`src/rtl/tcl_pkg.sv`:
```
// -----------------------------------------------------------------------------
// tcl_pkg
// Shared definitions for the TCL pop arbiter:
//   NPORTS / IDX_W        default port count and grant-index width
//   TH_W                  threshold width
//   UMBRAL_*_RST          threshold values loaded on reset
//   state_t               arbiter FSM encoding (visible on the 'state' port)
// -----------------------------------------------------------------------------
package tcl_pkg;

   localparam int NPORTS = 4;
   localparam int IDX_W  = 2;
   localparam int TH_W   = 3;

   localparam logic [TH_W-1:0] UMBRAL_BAJO_RST = 3'd1;
   localparam logic [TH_W-1:0] UMBRAL_ALTO_RST = 3'd6;

   typedef enum logic [1:0] {
      ST_RESET  = 2'd0,
      ST_INIT   = 2'd1,
      ST_IDLE   = 2'd2,
      ST_ACTIVE = 2'd3
   } state_t;

endpackage

```
`src/rtl/rr_select.sv`:
```
// -----------------------------------------------------------------------------
// rr_select
// Combinational round-robin picker (masked priority encoder).
// Chooses the lowest-index requester strictly above i_last; if none exists,
// wraps and chooses the lowest-index requester overall.
//   i_req   [N-1:0]  request vector (bit i = port i)
//   i_last  [W-1:0]  index granted most recently
//   o_found          at least one request present
//   o_idx   [W-1:0]  selected index (0 when o_found = 0)
// -----------------------------------------------------------------------------
module rr_select
   import tcl_pkg::*;
#(
   parameter int N = NPORTS,
   parameter int W = IDX_W
) (
   input  logic [N-1:0] i_req,
   input  logic [W-1:0] i_last,
   output logic         o_found,
   output logic [W-1:0] o_idx
);

   logic         w_lo_found;
   logic [W-1:0] w_lo_idx;
   logic         w_hi_found;
   logic [W-1:0] w_hi_idx;

   // Scan from the top down so the last hit written is the lowest index.
   // The "hi" half only accepts requesters above i_last (the masked search).
   always_comb begin
      w_lo_found = 1'b0;
      w_lo_idx   = '0;
      w_hi_found = 1'b0;
      w_hi_idx   = '0;
      for (int i = N - 1; i >= 0; i--) begin
         if (i_req[i]) begin
            w_lo_found = 1'b1;
            w_lo_idx   = W'(i);
            if (i > int'(i_last)) begin
               w_hi_found = 1'b1;
               w_hi_idx   = W'(i);
            end
         end
      end
   end

   assign o_found = w_lo_found;
   assign o_idx   = w_hi_found ? w_hi_idx : w_lo_idx;

endmodule

```
`src/rtl/tcl_pop_arbiter.sv`:
```
// -----------------------------------------------------------------------------
// tcl_pop_arbiter
// Schedules single-word pops from NPORTS output FIFOs towards one sink.
//
// Ports
//   clk, reset (async, active low)
//   init                      load thresholds and (re)start scheduling
//   Umbral_bajo_in/alto_in    candidate thresholds (accepted only if bajo < alto)
//   fifoEmpty[NPORTS]         per-port empty flag
//   fifoAlmostFull[NPORTS]    per-port almost-full flag (urgent service)
//   sinkReady                 sink can take one word
//   popOutP0..P3              one-cycle pop strobes (registered)
//   grantIdx / grantValid     index of the port popped this cycle / strobe valid
//   Umbral_bajo/alto          latched thresholds driven to the FIFOs
//   cfgError                  sticky: last INIT saw an invalid threshold pair
//   state                     FSM state (RESET=0, INIT=1, IDLE=2, ACTIVE=3)
//
// Handshake: a grant is decided at edge k from fifoEmpty/fifoAlmostFull/
// sinkReady sampled at that edge; the pop strobe, grantIdx and grantValid are
// then high for exactly cycle k+1. sinkReady=1 at edge k is the sink's promise
// to accept that word in cycle k+1; no pop is issued without it.
// -----------------------------------------------------------------------------
module tcl_pop_arbiter #(
   parameter int NPORTS = tcl_pkg::NPORTS,
   parameter int IDX_W  = tcl_pkg::IDX_W
) (
   input  logic              clk,
   input  logic              reset,
   input  logic              init,
   input  logic [2:0]        Umbral_bajo_in,
   input  logic [2:0]        Umbral_alto_in,
   input  logic [NPORTS-1:0] fifoEmpty,
   input  logic [NPORTS-1:0] fifoAlmostFull,
   input  logic              sinkReady,
   output logic              popOutP0,
   output logic              popOutP1,
   output logic              popOutP2,
   output logic              popOutP3,
   output logic [IDX_W-1:0]  grantIdx,
   output logic              grantValid,
   output logic [2:0]        Umbral_bajo,
   output logic [2:0]        Umbral_alto,
   output logic              cfgError,
   output logic [1:0]        state
);

   tcl_pkg::state_t    r_state;
   logic [NPORTS-1:0]  r_pop;
   logic [IDX_W-1:0]   r_grant_idx;
   logic               r_grant_valid;
   logic [IDX_W-1:0]   r_last_grant;
   logic [2:0]         r_bajo;
   logic [2:0]         r_alto;
   logic               r_cfg_err;

   logic [NPORTS-1:0]  w_elig;
   logic [NPORTS-1:0]  w_af;
   logic               w_af_found;
   logic [IDX_W-1:0]   w_af_idx;
   logic               w_rr_found;
   logic [IDX_W-1:0]   w_rr_idx;
   logic [IDX_W-1:0]   w_sel_idx;
   logic               w_serving;
   logic               w_do_grant;

   // A FIFO's empty flag lags its pop by one cycle, so the port popped in the
   // current cycle (r_pop) is skipped to avoid popping a FIFO that just drained.
   assign w_elig = ~fifoEmpty & ~r_pop;
   assign w_af   = w_elig & fifoAlmostFull;

   // Lowest-index eligible almost-full port wins outright.
   always_comb begin
      w_af_found = 1'b0;
      w_af_idx   = '0;
      for (int i = NPORTS - 1; i >= 0; i--) begin
         if (w_af[i]) begin
            w_af_found = 1'b1;
            w_af_idx   = IDX_W'(i);
         end
      end
   end

   rr_select #(
      .N (NPORTS),
      .W (IDX_W)
   ) u_rr_select (
      .i_req   (w_elig),
      .i_last  (r_last_grant),
      .o_found (w_rr_found),
      .o_idx   (w_rr_idx)
   );

   assign w_sel_idx  = w_af_found ? w_af_idx : w_rr_idx;
   assign w_serving  = (r_state == tcl_pkg::ST_IDLE) || (r_state == tcl_pkg::ST_ACTIVE);
   assign w_do_grant = w_serving & ~init & sinkReady & w_rr_found;

   always_ff @(posedge clk or negedge reset) begin
      if (!reset) begin
         r_state       <= tcl_pkg::ST_RESET;
         r_pop         <= '0;
         r_grant_idx   <= '0;
         r_grant_valid <= 1'b0;
         r_last_grant  <= IDX_W'(NPORTS - 1);
         r_bajo        <= tcl_pkg::UMBRAL_BAJO_RST;
         r_alto        <= tcl_pkg::UMBRAL_ALTO_RST;
         r_cfg_err     <= 1'b0;
      end else begin
         // Pop strobes are single-cycle unless a new grant is made below.
         r_pop         <= '0;
         r_grant_valid <= 1'b0;
         case (r_state)
            tcl_pkg::ST_RESET: begin
               if (init) r_state <= tcl_pkg::ST_INIT;
            end
            tcl_pkg::ST_INIT: begin
               if (Umbral_bajo_in < Umbral_alto_in) begin
                  r_bajo    <= Umbral_bajo_in;
                  r_alto    <= Umbral_alto_in;
                  r_cfg_err <= 1'b0;
               end else begin
                  r_cfg_err <= 1'b1;
               end
               r_state <= tcl_pkg::ST_IDLE;
            end
            default: begin
               // IDLE and ACTIVE share the grant decision; a grant can be
               // issued on the same edge that leaves IDLE.
               if (init) begin
                  r_state <= tcl_pkg::ST_INIT;
               end else if (w_do_grant) begin
                  r_pop         <= NPORTS'(1) << w_sel_idx;
                  r_grant_valid <= 1'b1;
                  r_grant_idx   <= w_sel_idx;
                  r_last_grant  <= w_sel_idx;
                  r_state       <= tcl_pkg::ST_ACTIVE;
               end else begin
                  r_state <= tcl_pkg::ST_IDLE;
               end
            end
         endcase
      end
   end

   assign popOutP0    = r_pop[0];
   assign popOutP1    = r_pop[1];
   assign popOutP2    = r_pop[2];
   assign popOutP3    = r_pop[3];
   assign grantIdx    = r_grant_idx;
   assign grantValid  = r_grant_valid;
   assign Umbral_bajo = r_bajo;
   assign Umbral_alto = r_alto;
   assign cfgError    = r_cfg_err;
   assign state       = r_state;

endmodule

```
`config.mk`:
```
export PLATFORM = sky130hd
export DESIGN_NAME = tcl_pop_arbiter
export DESIGN_NICKNAME = d
export VERILOG_FILES = /design/src/rtl/tcl_pkg.sv /design/src/rtl/rr_select.sv /design/src/rtl/tcl_pop_arbiter.sv
export SDC_FILE = /design/constraint.sdc
export NUM_CORES = 1
export LEC_CHECK = 0
export CORE_MARGIN = 3
export CORE_UTILIZATION = 42
export DETAILED_ROUTE_END_ITERATION = 8
export GPL_TIMING_DRIVEN = 0
export PLACE_DENSITY_LB_ADDON = 0.12
export SLEW_MARGIN = 40
export SYNTH_ARGS = -nofsm -noshare
export SYNTH_HDL_FRONTEND = slang
export SYNTH_SLANG_ARGS = --single-unit
```
`constraint.sdc`:
```
create_clock -name clk -period 2.09 [get_ports clk]
set_clock_uncertainty 0.05 [all_clocks]
set_input_delay 0.627 -clock clk [delete_from_list [all_inputs] [get_ports clk]]
set_output_delay 0.627 -clock clk [all_outputs]
set_load 0.005 [all_outputs]
```
==> metrics.txt, run 1 <==
status=finished clean; Ant. Diodes=0; Synth area leader=dfrtp_1; Req. time, crit path=2240 ps; Final ANT Viol Nets=0; max_cap viols=0; Comb pwr share=0.431; class of the worst hold path=in2async; fin crit share=0.9858; synthesis-to-layout area growth=53.54%; vias per cell=5.397; row count=15; Switching Share=0.3029; initial antenna violation count=0; GRT Overall Usage=0.1797; largest family of logic cells by synthesized area=compound AO/OA/AOI/OAI gates; wire per inst=14.84 um; Placed Instances=138; Port Buffers=33; htree depth=1; top-count cell post-synth=dfrtp_1; Compound-Gate Fraction of Synth Area=0.1775; crit-path leading delay family=simple AND/OR/NAND/NOR gates; RSZ-0062 raised after global routing=no; chip height=51.44 um; mux cell area share after synthesis=0.07792; final WL=2167 um; slew margin rel.=0.7358; crit-path cells=clkdlybuf4s50_1 > or2_2 > o22ai_1 > a21oi_1 > o22a_1 > and3_2; R2R depth=5; largest vdd supply drop=817.4 uV; CTS Sinks=18; Top FF cell, synth=dfrtp_1; Detailed Route Iter0 Violations=25; PwrDens=1094 nW/um^2; Worst path slowest cell=clkdlybuf4s50_1; largest net degree at the start of global routing=19; number of synthesized flops with an enable pin=0; Leakage=0.5944 nW; Yosys Warn Count=0; top cells by count, synth=dfrtp_1, nor2_1, a21oi_1; clk_lat worst skew=300 ps; fmax=485.3 MHz; nets@finish=142; final setup violation count=0; Placer Congestion=0.9581; Die ar.=2646 sq um; Final min period=2060 ps; layout cell share with drive strength beyond 1=0.2479; Final Max Slew Viols=0; clk slew on worst S/H paths=110 ps; Critical Path Fanout Max=6; Netlist cell types=30; first-pass GRT wire length=3608 um; sequential share of power=0.422; Async S/R FF share, synth=1.000; Pre-Repair DR Iteration Count=4; Psw=0.4410 mW; critical path type=in2reg; die width=51.44 um; sequential share of the synthesized area=0.5267; Fin Hold WS=184.3 ps; crit start category=input pin; CTS tree=yes; Buf+Inv Stages, Crit Path=1; Root Driver=clkbuf_4; Mapped Area=867.1 sq um; total grt overflow=0; Final Hold Viols=0; Area contributors post-synth=dfrtp_1, dfstp_2, mux2_2, nor2_1, a21oi_1; reg-to-reg slack, setup=230 ps; cell internal pwr=1.015 mW; XOR/XNOR share of the synthesized area=0.01010; Max Root-Sink Buffers=2; Avg Inst Size Synth=10.84 sq um; Cell Count, Final, Fillers Out=146; CTS buffer count=3; critical path arrival=2210 ps; drc violations=0; Reg2Reg Capture Point=r_pop[1]$_DFF_PN0_; Syn Nets=100; crit-path max cell delay=410 ps; Synth Area in Adders=0.02886; origin of the critical flop-to-flop path=r_last_grant[1]$_DFFE_PN1P_; Post-Synth Simple-Gate Area=0.1530; core area=1839 sq um; CP endpoint kind=register; I/O pin count=34; final instance area=1331 sq um; clock share of power=0.147; dpl cell area=1229 sq um; Seq cells post-synth=18; cts hold-fix bufs=0; Yosys top cell area share=0.3752; Worst Max-Slew Pin Slew=396.3 ps; DP HPWL=1578 um; starting density of the core=0.4714; Post-Syn Instances=80; vias in the first global route=816; Via Count=788
[final cells by class]
| class | instances | area (sq um) |
|---|---|---|
| inverters | 6 | 22.52 |
| fillers | 141 | 508.0 |
| repair buffers | 37 | 366.6 |
| flip-flops and latches | 18 | 456.7 |
| clock buffers | 4 | 36.28 |
| multi-input cells | 56 | 417.9 |
| well taps | 25 | 31.28 |
[flip-flops by register name (all words and copies together), names as in the netlist]
register	cells
Umbral_alto	3
Umbral_bajo	3
cfgError	1
grantIdx	2
grantValid	1
r_last_grant	2
r_pop	4
state	2
[placed cells by master, fill, tap and decap left out, types with 2 or more instances in the layout]
cell and count:
clkdlybuf4s50_1 29, dfrtp_1 13, nor2_1 10, a21oi_1 7, mux2_2 6, dfstp_2 5, inv_1 5, nand2_1 5
o22ai_1 3, clkbuf_4 3, dlymetal6s2s_1 3, buf_4 3, a22oi_1 2, or2_2 2, ha_1 2
[routing by layer]
| metal | vias up | GRT usage | wire length [um] |
|---|---|---|---|
| met1 | 379 | 0.2096 | 873 |
| met3 | 4 | 0.05539 | 162 |
| met5 | - | 0 | 0 |
| met4 | 0 | 0.06987 | 28 |
| met2 | 32 | 0.3051 | 1102 |
| li1 | 373 | - | - |
[power groups by stage]
stage | Sequential (mW) | Combinational, mW | Clock [mW]
floorplan | 0.614 | 0.243 | 0
global placement | 0.607 | 0.557 | 0
detailed placement | 0.615 | 0.574 | 0
CTS | 0.609 | 0.613 | 0.218
global route | 0.632 | 0.685 | 0.242
finish | 0.614 | 0.628 | 0.214
[worst reg2reg max path: stages (launching register included)]
cell	delay, ps
dfstp_2	580
or3b_4	420
a221oi_4	300
o32ai_2	150
nand2_1	120
nor3b_2	170
[worst max path at each step]
stage                            from                          to  slack [ps]  depth (start not counted)
floorplan           Umbral_alto_in[1]  Umbral_alto[0]$_DFFE_PN0P_         220                          6
global placement    Umbral_alto_in[1]  Umbral_bajo[1]$_DFFE_PN0P_        -400                          7
detailed placement  Umbral_alto_in[1]  Umbral_alto[0]$_DFFE_PN0P_        -410                          7
CTS                 Umbral_alto_in[1]  Umbral_bajo[1]$_DFFE_PN0P_          10                          8
global route             fifoEmpty[1]          r_pop[0]$_DFF_PN0_           5                          6
finish                   fifoEmpty[1]          r_pop[0]$_DFF_PN0_          30                          6
[what timing repair did]
action | CTS | global route
gates resized for setup | 5 | 6
pin swaps | 1 | 4
buffers inserted | 2 | 2
endpoints found under the setup margin | 7 | 12
[through the flow]
| stage | worst slack, ps | utilization | power (mW) | setup TNS [ps] |
|---|---|---|---|---|
| floorplan | 222.5 | - | 0.8569 | 0 |
| global placement | -398.1 | 0.6680 | 1.163 | -3994 |
| detailed placement | -411.7 | 0.6680 | 1.189 | -4492 |
| CTS | 13.26 | 0.7061 | 1.440 | 0 |
| global route | 4.890 | 0.7238 | 1.559 | 0 |
| finish | 29.62 | 0.7238 | 1.456 | 0 |
[kinds of logic (layout without fill, tap and decap cells)]
kind of cell	after synthesis	in the layout
AO/OA/AOI/OAI	22	22
XOR/XNOR	1	1
adder cells (fa/ha/maj)	2	2
buffers and inverters	6	47
flip-flops	18	18
multiplexers	6	6
AND/OR/NAND/NOR	25	25
No activity file was read; power rests on OpenSTA's default activity.
==> run 2, diff against run 1 <==
Settings changed: CORE_MARGIN 3 to 2, CTS_CLUSTER_DIAMETER set to 120.
==> run 2 against run 1 <==
Compared with the run above: worst setup slack better by 17 ps; fmax is 0.83% higher; worst hold slack better by 8.8 ps; first-iteration DRC count is 40% lower; largest power group is now sequential cells.
==> metrics.txt, run 2 (synthesis results as in run 1) <==
crit-path max cell delay=430 ps (+20 ps); origin of the critical flop-to-flop path=r_last_grant[1]$_DFFE_PN1P_; chip height=49.44 um (-3.9%); Final min period=2043 ps (-17.05 ps); wire per inst=12.95 um (-13%); DP HPWL=1484 um (-6.0%); final WL=1891 um (-13%); largest net degree at the start of global routing=19 (unchanged); die width=49.44 um (-3.9%); reg-to-reg slack, setup=320 ps (+90 ps); highest metal used=met4; Root Driver=clkbuf_4; DR WL met3=93 um (-43%); crit-path cells=clkdlybuf4s50_1 > ha_1 > a21boi_2 > o21ai_1 > nand3b_1 > buf_4 > mux2_2; Placer Congestion=0.8156 (-15%); Final ANT Viol Nets=0 (unchanged); initial antenna violation count=0 (unchanged); Leakage=0.5576 nW (-6.2%); Reg2Reg Capture Point=r_pop[1]$_DFF_PN0_; Port Buffers=33 (unchanged); fin crit share=0.9777 (-0.008160); slew margin rel.=0.7424 (+0.006541); max reg flops=4 (unchanged); Via Count=758 (-3.8%); CTS Sinks=18 (unchanged); fmax=489.4 MHz (+0.83%); routed wl met2=1000 um (-9.3%); final setup violation count=0 (unchanged); class of the worst hold path=in2async; total grt overflow=0 (unchanged); Fin Hold WS=193.1 ps (+8.773 ps); clk slew on worst S/H paths=100 ps (about the same); Reg with most FFs=r_pop; CTS buffer count=3 (unchanged); synthesis-to-layout area growth=49.06%; first-pass GRT wire length=3298 um (-8.6%); Final Max Slew Viols=0 (unchanged); power consumption=1.404 mW (-3.6%); largest vdd supply drop=645.7 uV (-21%); layout cell share with drive strength beyond 1=0.2185 (-0.02945); Critical Path Fanout Max=3 (-3); RSZ-0062 raised after global routing=yes; CP endpoint kind=register; row count=16 (+1); Die ar.=2444 sq um (-7.6%); Max Root-Sink Buffers=2 (unchanged); Detailed Route Iter0 Violations=15 (-40%); drc violations=0 (unchanged); PwrDens=1086 nW/um^2 (-0.67%); Final Hold Viols=0 (unchanged); metal1 wirelength=758 um (-13%); Pre-Repair DR Iteration Count=5 (+1); critical path type=in2reg; commonest non-fill, non-tap cell in the layout=clkdlybuf4s50_1; starting density of the core=0.4420 (-0.02946); Ant. Diodes=0 (unchanged); htree depth=1 (unchanged); Worst path slowest cell=clkdlybuf4s50_1; Worst Max-Slew Pin Slew=386.4 ps (-9.811 ps); post-layout util=0.6588 (-0.06501); status=finished clean; crit start category=input pin; R2R depth=5 (unchanged); commonest cells after routing, fill and taps aside=clkdlybuf4s50_1, dfrtp_1, nor2_1, a21oi_1, mux2_2; clk_lat worst skew=290 ps (about the same); critical path arrival=2170 ps (-40 ps); vias per cell=5.192 (-3.8%); CTS tree=yes; Cell Count, Final, Fillers Out=146 (unchanged); GRT Overall Usage=0.1764 (-0.003260); vias in the first global route=769 (-5.8%); I/O pin count=34 (unchanged); Req. time, crit path=2220 ps (-20 ps); max_cap viols=0 (unchanged); core area=1962 sq um (+6.7%); nets@finish=140 (-1.4%); Placed Instances=140 (+1.4%)
[run 2: cell types whose count changed in the layout (fill, tap and decap cells not counted), sizes merged]
| cell | previous run | this run |
|---|---|---|
| buf | 5 | 3 |
| dlymetal6s2s | 3 | 1 |
| clkdlybuf4s50 | 29 | 31 |
[run 2: final cells by class]
class / instances / area (sq um)
Inverter: 6 / 22.52
Tap cell: 27 / 33.78
Multi-Input combinational cell: 56 / 396.6
Fill cell: 176 / 669.4
Clock buffer: 4 / 36.28
Sequential cell: 18 / 456.7
Timing Repair Buffer: 35 / 346.6
[run 2: through the flow]
| step | instance area (sq um) | worst slack, ps | setup TNS [ps] |
|---|---|---|---|
| after floorplan | 867.1 | 222.5 | 0 |
| after global placement | 1231 | -398.7 | -3855 |
| after detailed placement | 1231 | -406.7 | -4127 |
| after CTS | 1282 | 16.90 | 0 |
| after global routing | 1292 | -40.51 | -55.22 |
| final | 1292 | 46.68 | 0 |
[run 2: per-layer routing]
layer  vias to the layer above  global-route usage
met5                         -                   0
met4                         0             0.08333
met3                         4             0.03681
met2                        22              0.3243
met1                       360              0.1909
li1                        372                   -
[run 2: timing repair]
action,CTS,global route
resized for setup,0,6
endpoints found under the setup margin,6,8
buffers inserted,2,0
hold endpoints to repair,0,0
hold buffers,0,0
pin swaps,0,1
[run 2: worst max path at each step]
stage | from | to | slack, ps
finish | Umbral_bajo_in[1] | Umbral_alto[0]$_DFFE_PN0P_ | 50
global route | Umbral_bajo_in[1] | Umbral_alto[0]$_DFFE_PN0P_ | -40
CTS | Umbral_alto_in[1] | Umbral_bajo[2]$_DFFE_PN0P_ | 20
detailed placement | Umbral_alto_in[1] | Umbral_alto[0]$_DFFE_PN0P_ | -410
global placement | Umbral_alto_in[1] | Umbral_bajo[1]$_DFFE_PN0P_ | -400
floorplan | Umbral_alto_in[1] | Umbral_alto[0]$_DFFE_PN0P_ | 220
[run 2: critical path: cells and delay by family]
family	cells	cell delay [ps]
adder cells (fa/ha/maj)	1	300
AO/OA/AOI/OAI	2	270
multiplexers	1	260
buffers and inverters	2	600
AND/OR/NAND/NOR	1	120
[run 2: where the power goes]
part	total (mW)	switching, mW	leakage (nW)	internal [mW]
clock	0.210	0.104	0.0210	0.106
combinational	0.587	0.210	0.322	0.376
sequential	0.607	0.0937	0.215	0.514
